--- src/rtl/uart_rx_sampler.sv ---
`default_nettype none
// ============================================================================
// Module   : uart_rx_sampler
// Purpose  : UART receive front end. Synchronises the asynchronous serial
//            line, qualifies start bits against an oversampling baud tick,
//            samples each bit at mid-bit and emits one-clock strobes for the
//            downstream receive datapath. Flags framing errors and breaks.
// Ports    : clock        - system clock, rising edge
//            reset        - synchronous, active-low reset
//            baud_tick    - one-clock enable, OVERSAMPLE times per bit
//            rx_serial    - raw asynchronous serial line (idles high)
//            data_in      - last sampled data bit (valid with data_shift)
//            data_shift   - one-clock pulse per sampled data bit
//            bit_index    - data bits sampled in the current frame
//            start_bit    - idles 1, low for one clock on start confirmation
//            parity       - last sampled parity bit (held)
//            parity_valid - one-clock pulse when parity is updated
//            stop_bit     - one-clock pulse on a valid (high) stop bit
//            framing_err  - one-clock pulse when the stop bit is low
//            busy         - high in every state except IDLE
// Options  : UART_RX_MAJORITY_VOTE_EN - when defined, each decision uses a
//            majority of the live sample and the two previous tick samples.
// Revision : 1.0 - initial release
// ============================================================================
module uart_rx_sampler #(
    parameter int OVERSAMPLE = 16,
    parameter int DATA_BITS  = 8,
    parameter int PARITY_BIT = 1
) (
    input  logic       clock,
    input  logic       reset,
    input  logic       baud_tick,
    input  logic       rx_serial,
    output logic       data_in,
    output logic       data_shift,
    output logic [3:0] bit_index,
    output logic       start_bit,
    output logic       parity,
    output logic       parity_valid,
    output logic       stop_bit,
    output logic       framing_err,
    output logic       busy
);

    localparam int                 c_CNT_W     = $clog2(OVERSAMPLE);
    localparam logic [c_CNT_W-1:0] c_HALF_LAST = c_CNT_W'(OVERSAMPLE / 2 - 1);
    localparam logic [c_CNT_W-1:0] c_FULL_LAST = c_CNT_W'(OVERSAMPLE - 1);
    localparam logic [3:0]         c_LAST_BIT  = 4'(DATA_BITS);

    typedef enum logic [2:0] {
        S_IDLE   = 3'd0,
        S_START  = 3'd1,
        S_DATA   = 3'd2,
        S_PARITY = 3'd3,
        S_STOP   = 3'd4,
        S_BREAK  = 3'd5
    } state_t;

    state_t               r_state_q, w_state_d;
    logic [1:0]           r_sync_q, w_sync_d;
    logic [c_CNT_W-1:0]   r_cnt_q, w_cnt_d;
    logic [3:0]           r_bit_index_q, w_bit_index_d;
    logic                 r_data_in_q, w_data_in_d;
    logic                 r_data_shift_q, w_data_shift_d;
    logic                 r_start_bit_q, w_start_bit_d;
    logic                 r_parity_q, w_parity_d;
    logic                 r_parity_valid_q, w_parity_valid_d;
    logic                 r_stop_bit_q, w_stop_bit_d;
    logic                 r_framing_err_q, w_framing_err_d;
    logic                 r_busy_q, w_busy_d;
    logic                 w_rx_s;
    logic                 w_v;

    // Two-flop synchroniser; everything downstream looks only at w_rx_s.
    assign w_sync_d = {r_sync_q[0], rx_serial};
    assign w_rx_s   = r_sync_q[1];

`ifdef UART_RX_MAJORITY_VOTE_EN
    // Three-sample window: two history bits captured on earlier ticks plus
    // the live sample on the decision tick. History is primed high on START
    // entry so a stale low from a previous frame cannot bias the vote.
    logic [1:0] r_vote_q, w_vote_d;

    always_comb begin
        w_vote_d = r_vote_q;
        if (baud_tick) begin
            if (r_state_q == S_IDLE && !w_rx_s) begin
                w_vote_d = 2'b11;
            end else begin
                w_vote_d = {r_vote_q[0], w_rx_s};
            end
        end
    end

    assign w_v = (r_vote_q[1] & r_vote_q[0]) | (r_vote_q[1] & w_rx_s) |
                 (r_vote_q[0] & w_rx_s);

    always_ff @(posedge clock) begin
        if (!reset) begin
            r_vote_q <= 2'b11;
        end else begin
            r_vote_q <= w_vote_d;
        end
    end
`else
    assign w_v = w_rx_s;
`endif

    always_comb begin
        w_state_d        = r_state_q;
        w_cnt_d          = r_cnt_q;
        w_bit_index_d    = r_bit_index_q;
        w_data_in_d      = r_data_in_q;
        w_parity_d       = r_parity_q;
        w_data_shift_d   = 1'b0;
        w_start_bit_d    = 1'b1;
        w_parity_valid_d = 1'b0;
        w_stop_bit_d     = 1'b0;
        w_framing_err_d  = 1'b0;

        case (r_state_q)
            S_IDLE: begin
                if (baud_tick && !w_rx_s) begin
                    w_state_d = S_START;
                    w_cnt_d   = '0;
                end
            end
            S_START: begin
                if (baud_tick) begin
                    if (r_cnt_q == c_HALF_LAST) begin
                        if (!w_v) begin
                            w_start_bit_d = 1'b0;
                            w_cnt_d       = '0;
                            w_bit_index_d = 4'd0;
                            w_state_d     = S_DATA;
                        end else begin
                            // Too short to be a start bit: treat as a glitch.
                            w_state_d = S_IDLE;
                        end
                    end else begin
                        w_cnt_d = r_cnt_q + 1'b1;
                    end
                end
            end
            S_DATA: begin
                if (baud_tick) begin
                    if (r_cnt_q == c_FULL_LAST) begin
                        w_data_in_d    = w_v;
                        w_data_shift_d = 1'b1;
                        w_bit_index_d  = r_bit_index_q + 4'd1;
                        w_cnt_d        = '0;
                        if (r_bit_index_q + 4'd1 == c_LAST_BIT) begin
                            w_state_d = (PARITY_BIT != 0) ? S_PARITY : S_STOP;
                        end
                    end else begin
                        w_cnt_d = r_cnt_q + 1'b1;
                    end
                end
            end
            S_PARITY: begin
                if (baud_tick) begin
                    if (r_cnt_q == c_FULL_LAST) begin
                        w_parity_d       = w_v;
                        w_parity_valid_d = 1'b1;
                        w_cnt_d          = '0;
                        w_state_d        = S_STOP;
                    end else begin
                        w_cnt_d = r_cnt_q + 1'b1;
                    end
                end
            end
            S_STOP: begin
                if (baud_tick) begin
                    if (r_cnt_q == c_FULL_LAST) begin
                        w_cnt_d = '0;
                        if (w_v) begin
                            w_stop_bit_d = 1'b1;
                            w_state_d    = S_IDLE;
                        end else begin
                            w_framing_err_d = 1'b1;
                            w_state_d       = S_BREAK;
                        end
                    end else begin
                        w_cnt_d = r_cnt_q + 1'b1;
                    end
                end
            end
            S_BREAK: begin
                // Wait for the line to recover; a held-low line never starts
                // a new frame.
                if (w_rx_s) begin
                    w_state_d = S_IDLE;
                end
            end
            default: begin
                w_state_d = S_IDLE;
            end
        endcase

        // Registered from the next state so busy lines up with the state.
        w_busy_d = (w_state_d != S_IDLE);
    end

    always_ff @(posedge clock) begin
        if (!reset) begin
            r_state_q        <= S_IDLE;
            r_sync_q         <= 2'b11;
            r_cnt_q          <= '0;
            r_bit_index_q    <= 4'd0;
            r_data_in_q      <= 1'b0;
            r_data_shift_q   <= 1'b0;
            r_start_bit_q    <= 1'b1;
            r_parity_q       <= 1'b0;
            r_parity_valid_q <= 1'b0;
            r_stop_bit_q     <= 1'b0;
            r_framing_err_q  <= 1'b0;
            r_busy_q         <= 1'b0;
        end else begin
            r_state_q        <= w_state_d;
            r_sync_q         <= w_sync_d;
            r_cnt_q          <= w_cnt_d;
            r_bit_index_q    <= w_bit_index_d;
            r_data_in_q      <= w_data_in_d;
            r_data_shift_q   <= w_data_shift_d;
            r_start_bit_q    <= w_start_bit_d;
            r_parity_q       <= w_parity_d;
            r_parity_valid_q <= w_parity_valid_d;
            r_stop_bit_q     <= w_stop_bit_d;
            r_framing_err_q  <= w_framing_err_d;
            r_busy_q         <= w_busy_d;
        end
    end

    assign data_in      = r_data_in_q;
    assign data_shift   = r_data_shift_q;
    assign bit_index    = r_bit_index_q;
    assign start_bit    = r_start_bit_q;
    assign parity       = r_parity_q;
    assign parity_valid = r_parity_valid_q;
    assign stop_bit     = r_stop_bit_q;
    assign framing_err  = r_framing_err_q;
    assign busy         = r_busy_q;

endmodule
`default_nettype wire
--- config.mk ---
export PLATFORM = sky130hd
export DESIGN_NAME = uart_rx_sampler
export DESIGN_NICKNAME = d
export VERILOG_FILES = /design/src/rtl/uart_rx_sampler.sv
export SDC_FILE = /design/constraint.sdc
export NUM_CORES = 1
export LEC_CHECK = 0
export ABC_CLOCK_PERIOD_IN_PS = 2890
export CAP_MARGIN = 20
export CORE_ASPECT_RATIO = 1.25
export CORE_MARGIN = 8
export CORE_UTILIZATION = 34
export CTS_BUF_LIST = sky130_fd_sc_hd__clkbuf_2 sky130_fd_sc_hd__clkbuf_4 sky130_fd_sc_hd__clkbuf_8
export CTS_CLUSTER_DIAMETER = 40
export DETAILED_ROUTE_END_ITERATION = 12
export PLACE_DENSITY = 0.55
export SLEW_MARGIN = 0
export SYNTH_ARGS = -nofsm -noshare
export SYNTH_HDL_FRONTEND = slang
export SYNTH_SLANG_ARGS = --single-unit
--- constraint.sdc ---
create_clock -name clock -period 2.89 [get_ports clock]
set_clock_uncertainty 0.05 [all_clocks]
set_input_delay 0.289 -clock clock [delete_from_list [all_inputs] [get_ports clock]]
set_output_delay 0.289 -clock clock [all_outputs]
set_load 0.005 [all_outputs]
Yosys cells after proc, flatten, opt, wreduce, memory -nomap -nowiden
Cells that the tools add are included.
Cells by class
  add/sub/neg operators: 2
  equal/unequal tests: 16
  mux-type cells: 30
  reductions and logical operators: 15
Operators with widths (count)
  two-way mux 4 bit: 10
  two-way mux 3 bit: 12
  one-hot mux 3 bit (6 select lines): 1
  != test 2 bit (second input constant): 6
  one-hot mux 4 bit (3 select lines): 1
  adder 4 x 1 -> 4 bit (second input constant): 2
  equality test 4 bit (second input constant): 2
  one-hot mux 4 bit (2 select lines): 1
  AND reduction 4 bit: 2
  equality test 3 x 2 -> 1 bit (second input constant): 2
  equality test 3 bit (second input constant): 2
  AND reduction 3 bit: 2
  AND reduction 6 bit: 1
  nonzero test 3 bit: 2
  AND reduction 5 bit: 1
  equality test 4 x 3 -> 1 bit (second input constant): 1
  two-way mux 1 bit: 4
  AND reduction 2 bit: 2
  equality test 3 x 1 -> 1 bit (second input constant): 1
  logical NOT 3 bit: 1
  != test 3 bit (second input constant): 1
  OR reduction 3 bit: 1
  two-way mux 2 bit: 1
  != test 2 x 1 -> 1 bit (second input constant): 1
  3 further kinds: 3
Word-level totals
  register bits after elaboration: 21
  output and inout bits: 12
  word-level logic and storage cells: 75

Logic depth before layout (Yosys ltp)
  word-level depth: 7
  depth in mapped cells: 7
  gate-level depth less buffers: 6

Worst setup path before layout
Ideal clock, no wire load.
  path kind: reg2reg
  from: register r_cnt_q[0]
  to: register r_cnt_q[2]
  library setup time: 72 ps
  arrival: 1623 ps
  data required time: 2768 ps
  slack: 1145 ps
  cell stages (with the launch flop): 7
  buffers on the path: 0
  clock period less this slack: 1745 ps
  path through: dfxtp_1 > ha_1 > and3b_1 > o221ai_4 > nand2_4 > or4b_1 > a21oi_1
Between the ends
  cells in the longest elaborated chain, start to end: 4
  elaborated cells on any way between the ends: 10
  classes of those cells: add/sub (1); eq/ne (3); mux (5); reduce/logical (1)
Ends and longest elaborated chain
  start: declaration: line 61  | logic [c_CNT_W-1:0] r_cnt_q, w_cnt_d;
  start signal: assignment: line 221  | r_cnt_q <= w_cnt_d;
  adder 4 x 1 -> 4 bit, or another cell as far along
  two-way mux 4 bit, on equally long branches
  two-way mux 4 bit, on equally long branches: line 146, 129
  one-hot mux 4 bit (3 select lines): line 121  | case (r_state_q)
Parallel ways exist; a longest one is shown, timed or not. The select of a mux whose other input is x is not followed.
A chain may end at the register's enable or synchronous reset.

Final worst setup path
  from: register r_state_q[2]
  to: register r_cnt_q[2]
Between the ends
  cells in the longest elaborated chain, start to end: 4
  elaborated cells on any way between the ends: 13
  classes of those cells: eq/ne (8); mux (1); reduce/logical (4)
Ends and longest elaborated chain
  start: declaration: line 59  | state_t r_state_q, w_state_d;
  start signal: assignment: line 219  | r_state_q <= w_state_d;
  equality test 3 bit / equality test 3 x 2 -> 1 bit (equally long branches): line 121
  OR reduction 3 bit (no source line)
  != test 2 x 1 -> 1 bit (no source line) / nonzero test 3 bit (equally long branches)
  AND reduction 5 bit (no source line)
Parallel ways exist; a longest one is shown, timed or not.

==> results.md <==
* Worst-path fanout max at 12
* Fraction of registers with async set/reset at 0
* CTS tree: built
* Chip Width at 65.2 um
* Worst Setup Path Type: reg -> reg
* Total GRT Usage at 0.0919
* Area grow syn2layout at 18.6%
* Worst-margin pin slew at 0.486 ns
* Cts hold-fix bufs at 0
* # DRC at 0
* R2R Setup Slk at 0.86 ns
* Top_reg_cell synth: dfxtp_1
* Clock sinks at 21
* Netlist Area Pre-Place at 1030 um2
* Fmax at 492 MHz
* Diodes inserted at 0
* Gpl congestion at 0.788
* Starting Density at 0.352
* Worst path required time at 3.08 ns
* # nets final at 141
* Clk_lat worst skew at 0.30 ns
* Net count after synthesis at 126
* Worst reg2reg path depth at 5
* I/O Buffers at 15
* Hold Path Sink: r_sync_q[1]$_SDFF_PN1_
* Core box area at 2920 um2
* Die H at 77.5 um
* Min cycle time layout at 2.03 ns
* Setup WS post-layout at 0.859 ns
* RR Endpoint: r_cnt_q[2]$_SDFFE_PN0P_
* H-tree depth at 1
* Clock tree buffer depth at 2
* First-pass GRT wire length at 3870 um
* WL per Instance at 12.9 um
* Final setup fails at 0
* Pleak at 0.450 nW
* Comb power frac at 0.056
* Post-place setup slack at 0.728 ns
* Seq cells post-synth at 21
* Cts bufs inserted at 3
* Largest net degree at the start of global routing at 16
* Post-synth EDFFs at 0
* Mean Syn Cell Area at 8.57 um2
* Max-Cap Viols at 0
* Sw Share at 0.229
* RSZ-0062 raised after global routing: false
* Outcome: finished, final reports clean
* Fin Setup TNS at 0 ns
* Number of global-route vias before repair at 869
* Min-delay src: r_sync_q[0]$_SDFF_PN1_
* CP arrival at 2.22 ns
* Relative slew slack at 0.676
* Area of the die at 5050 um2
* Ratio of cells with drive above 1 in the final layout at 0.0597
* Drt pass-1 iters at 4
* RR Startpoint: r_state_q[2]$_SDFF_PN0_
* Total grt overflow at 0
* Io pins at 16
* P per Cell Area at 377 nW/um2
* Via/cell ratio at 5.17
* Crit. Startpoint: r_state_q[2]$_SDFF_PN0_
* VDD IR-drop max at 224 uV
* Initial antenna violation count at 0
* Switching pwr at 0.000105 W
* Sequential power share at 0.640
* Post-Syn Instances at 120
* Synth unique cells at 39
* Via count at 879
* Hold Crit Depth at 1
* Root Driver: clkbuf_4
* Register area share after synthesis at 0.409
* Clock power share at 0.304
* First DRT Iteration DRCs at 29
* Final period utilization at 0.703
* Detailed Place HPWL at 1650 um
* Post-CTS Setup Bufs at 0
* Reg clk slew, reported paths at 0.12 ns
* Min-delay worst type: reg -> reg
* # rows at 22
* Pint at 0.000355 W
* CTS resizes at 0
* Routed wire length at 2190 um
* Crit end category: flip-flop
* Final ANT Viol Nets at 0
* Final Hold Fails at 0
* Syn. warnings at 0
* Max-slew violation count at 0
* CP startpoint kind: flip-flop
-- flip-flops by register name (all words and copies together) (netlist names) --
| register | cells |
|---|---|
| r_sync_q | 2 |
| data_in | 1 |
| bit_index | 4 |
| r_state_q | 3 |
| parity | 1 |
| start_bit | 1 |
| framing_err | 1 |
| data_shift | 1 |
| parity_valid | 1 |
| stop_bit | 1 |
| busy | 1 |
| r_cnt_q | 4 |
-- Yosys cell counts, drive strengths merged, types with 3 or more instances --
master | count | area share
dfxtp | 21 | 0.41
nor2 | 16 | 0.058
nand2 | 12 | 0.051
a21oi | 10 | 0.049
nor3 | 5 | 0.024
nand2b | 4 | 0.024
nand3 | 4 | 0.019
nand4 | 4 | 0.024
a31oi | 3 | 0.018
buf | 3 | 0.023
o21ai | 3 | 0.015
or3b | 3 | 0.028
xor2 | 3 | 0.026
-- stage by stage --
stage                     power, W  hold WS, ns  utilization  instance area [um2]  std cells
after floorplan           0.000316        0.312            -                 1030        120
after global placement    0.000326        0.342        0.409                 1190        166
after detailed placement  0.000327        0.346        0.409                 1190        166
after CTS                 0.000470        0.377        0.418                 1220        170
after global routing      0.000481        0.398        0.418                 1220        170
final                     0.000460        0.372        0.418                 1220        170
-- routing by layer --
layer  up-vias  global-route usage  share of wire
met5         -                   0              0
met4         0              0.0460          0.014
met2        15               0.155           0.49
met1       408               0.100           0.44
met3         4              0.0287          0.056
li1        452                   -              -
-- cells by family (layout without fill, tap and decap cells) --
| family | Yosys count | in the layout | share of synthesized area |
|---|---|---|---|
| simple gates | 60 | 60 | 0.320 |
| compound gates | 24 | 24 | 0.162 |
| flops | 21 | 21 | 0.409 |
| buf+inv | 8 | 22 | 0.0414 |
| xor+xnor | 4 | 4 | 0.0341 |
| fa+ha+maj | 2 | 2 | 0.0243 |
| mux | 1 | 1 | 0.00973 |
-- area by class of cell --
class / count / area [um2]
fill: 319 / 1700
multi-input combinational: 91 / 566
sequential: 21 / 420
timing repair buffer: 15 / 150
tap: 36 / 45.0
clock buffer: 3 / 22.5
inverter: 3 / 11.3
clock inverter: 1 / 5.00
-- power by group through the flow --
stage	clock (W)	sequential (W)	combinational, W
final	0.000140	0.000294	0.0000257
after detailed placement	0	0.000301	0.0000258
after global placement	0	0.000301	0.0000256
after CTS	0.000150	0.000294	0.0000260
after global routing	0.000157	0.000295	0.0000288
after floorplan	0	0.000299	0.0000166
-- cell usage in the layout, fill, tap and decap left out, drive strengths merged, types with 3 or more instances in the layout --
cell and count:
a21oi 10, a31oi 3, clkbuf 3, clkdlybuf4s50 15, dfxtp 21, nand2 12, nand2b 4, nand3 4
nand4 4, nor2 16, nor3 5, o21ai 3, or3b 3, xor2 3
-- worst max path at each step --
| stage | cells after the start | slack, ns | end |
|---|---|---|---|
| 6_report | 5 | 0.86 | r_cnt_q[2]$_SDFFE_PN0P_ |
| 3_3_place_gp | 5 | 0.78 | bit_index[2]$_SDFFE_PN0P_ |
| 2_1_floorplan | 6 | 1.14 | r_cnt_q[2]$_SDFFE_PN0P_ |
| 4_1_cts | 5 | 0.88 | r_cnt_q[2]$_SDFFE_PN0P_ |
| 3_5_place_dp | 5 | 0.73 | bit_index[2]$_SDFFE_PN0P_ |
| 5_1_grt | 5 | 0.72 | r_cnt_q[2]$_SDFFE_PN0P_ |
-- critical path, stage by stage (launching register included) --
cell,delay [ns]
dfxtp_1,0.61
or3b_4,0.47
o221ai_4,0.10
nand2_4,0.10
or4b_1,0.49
a21oi_1,0.15
Power figures use the tool's default switching activity.
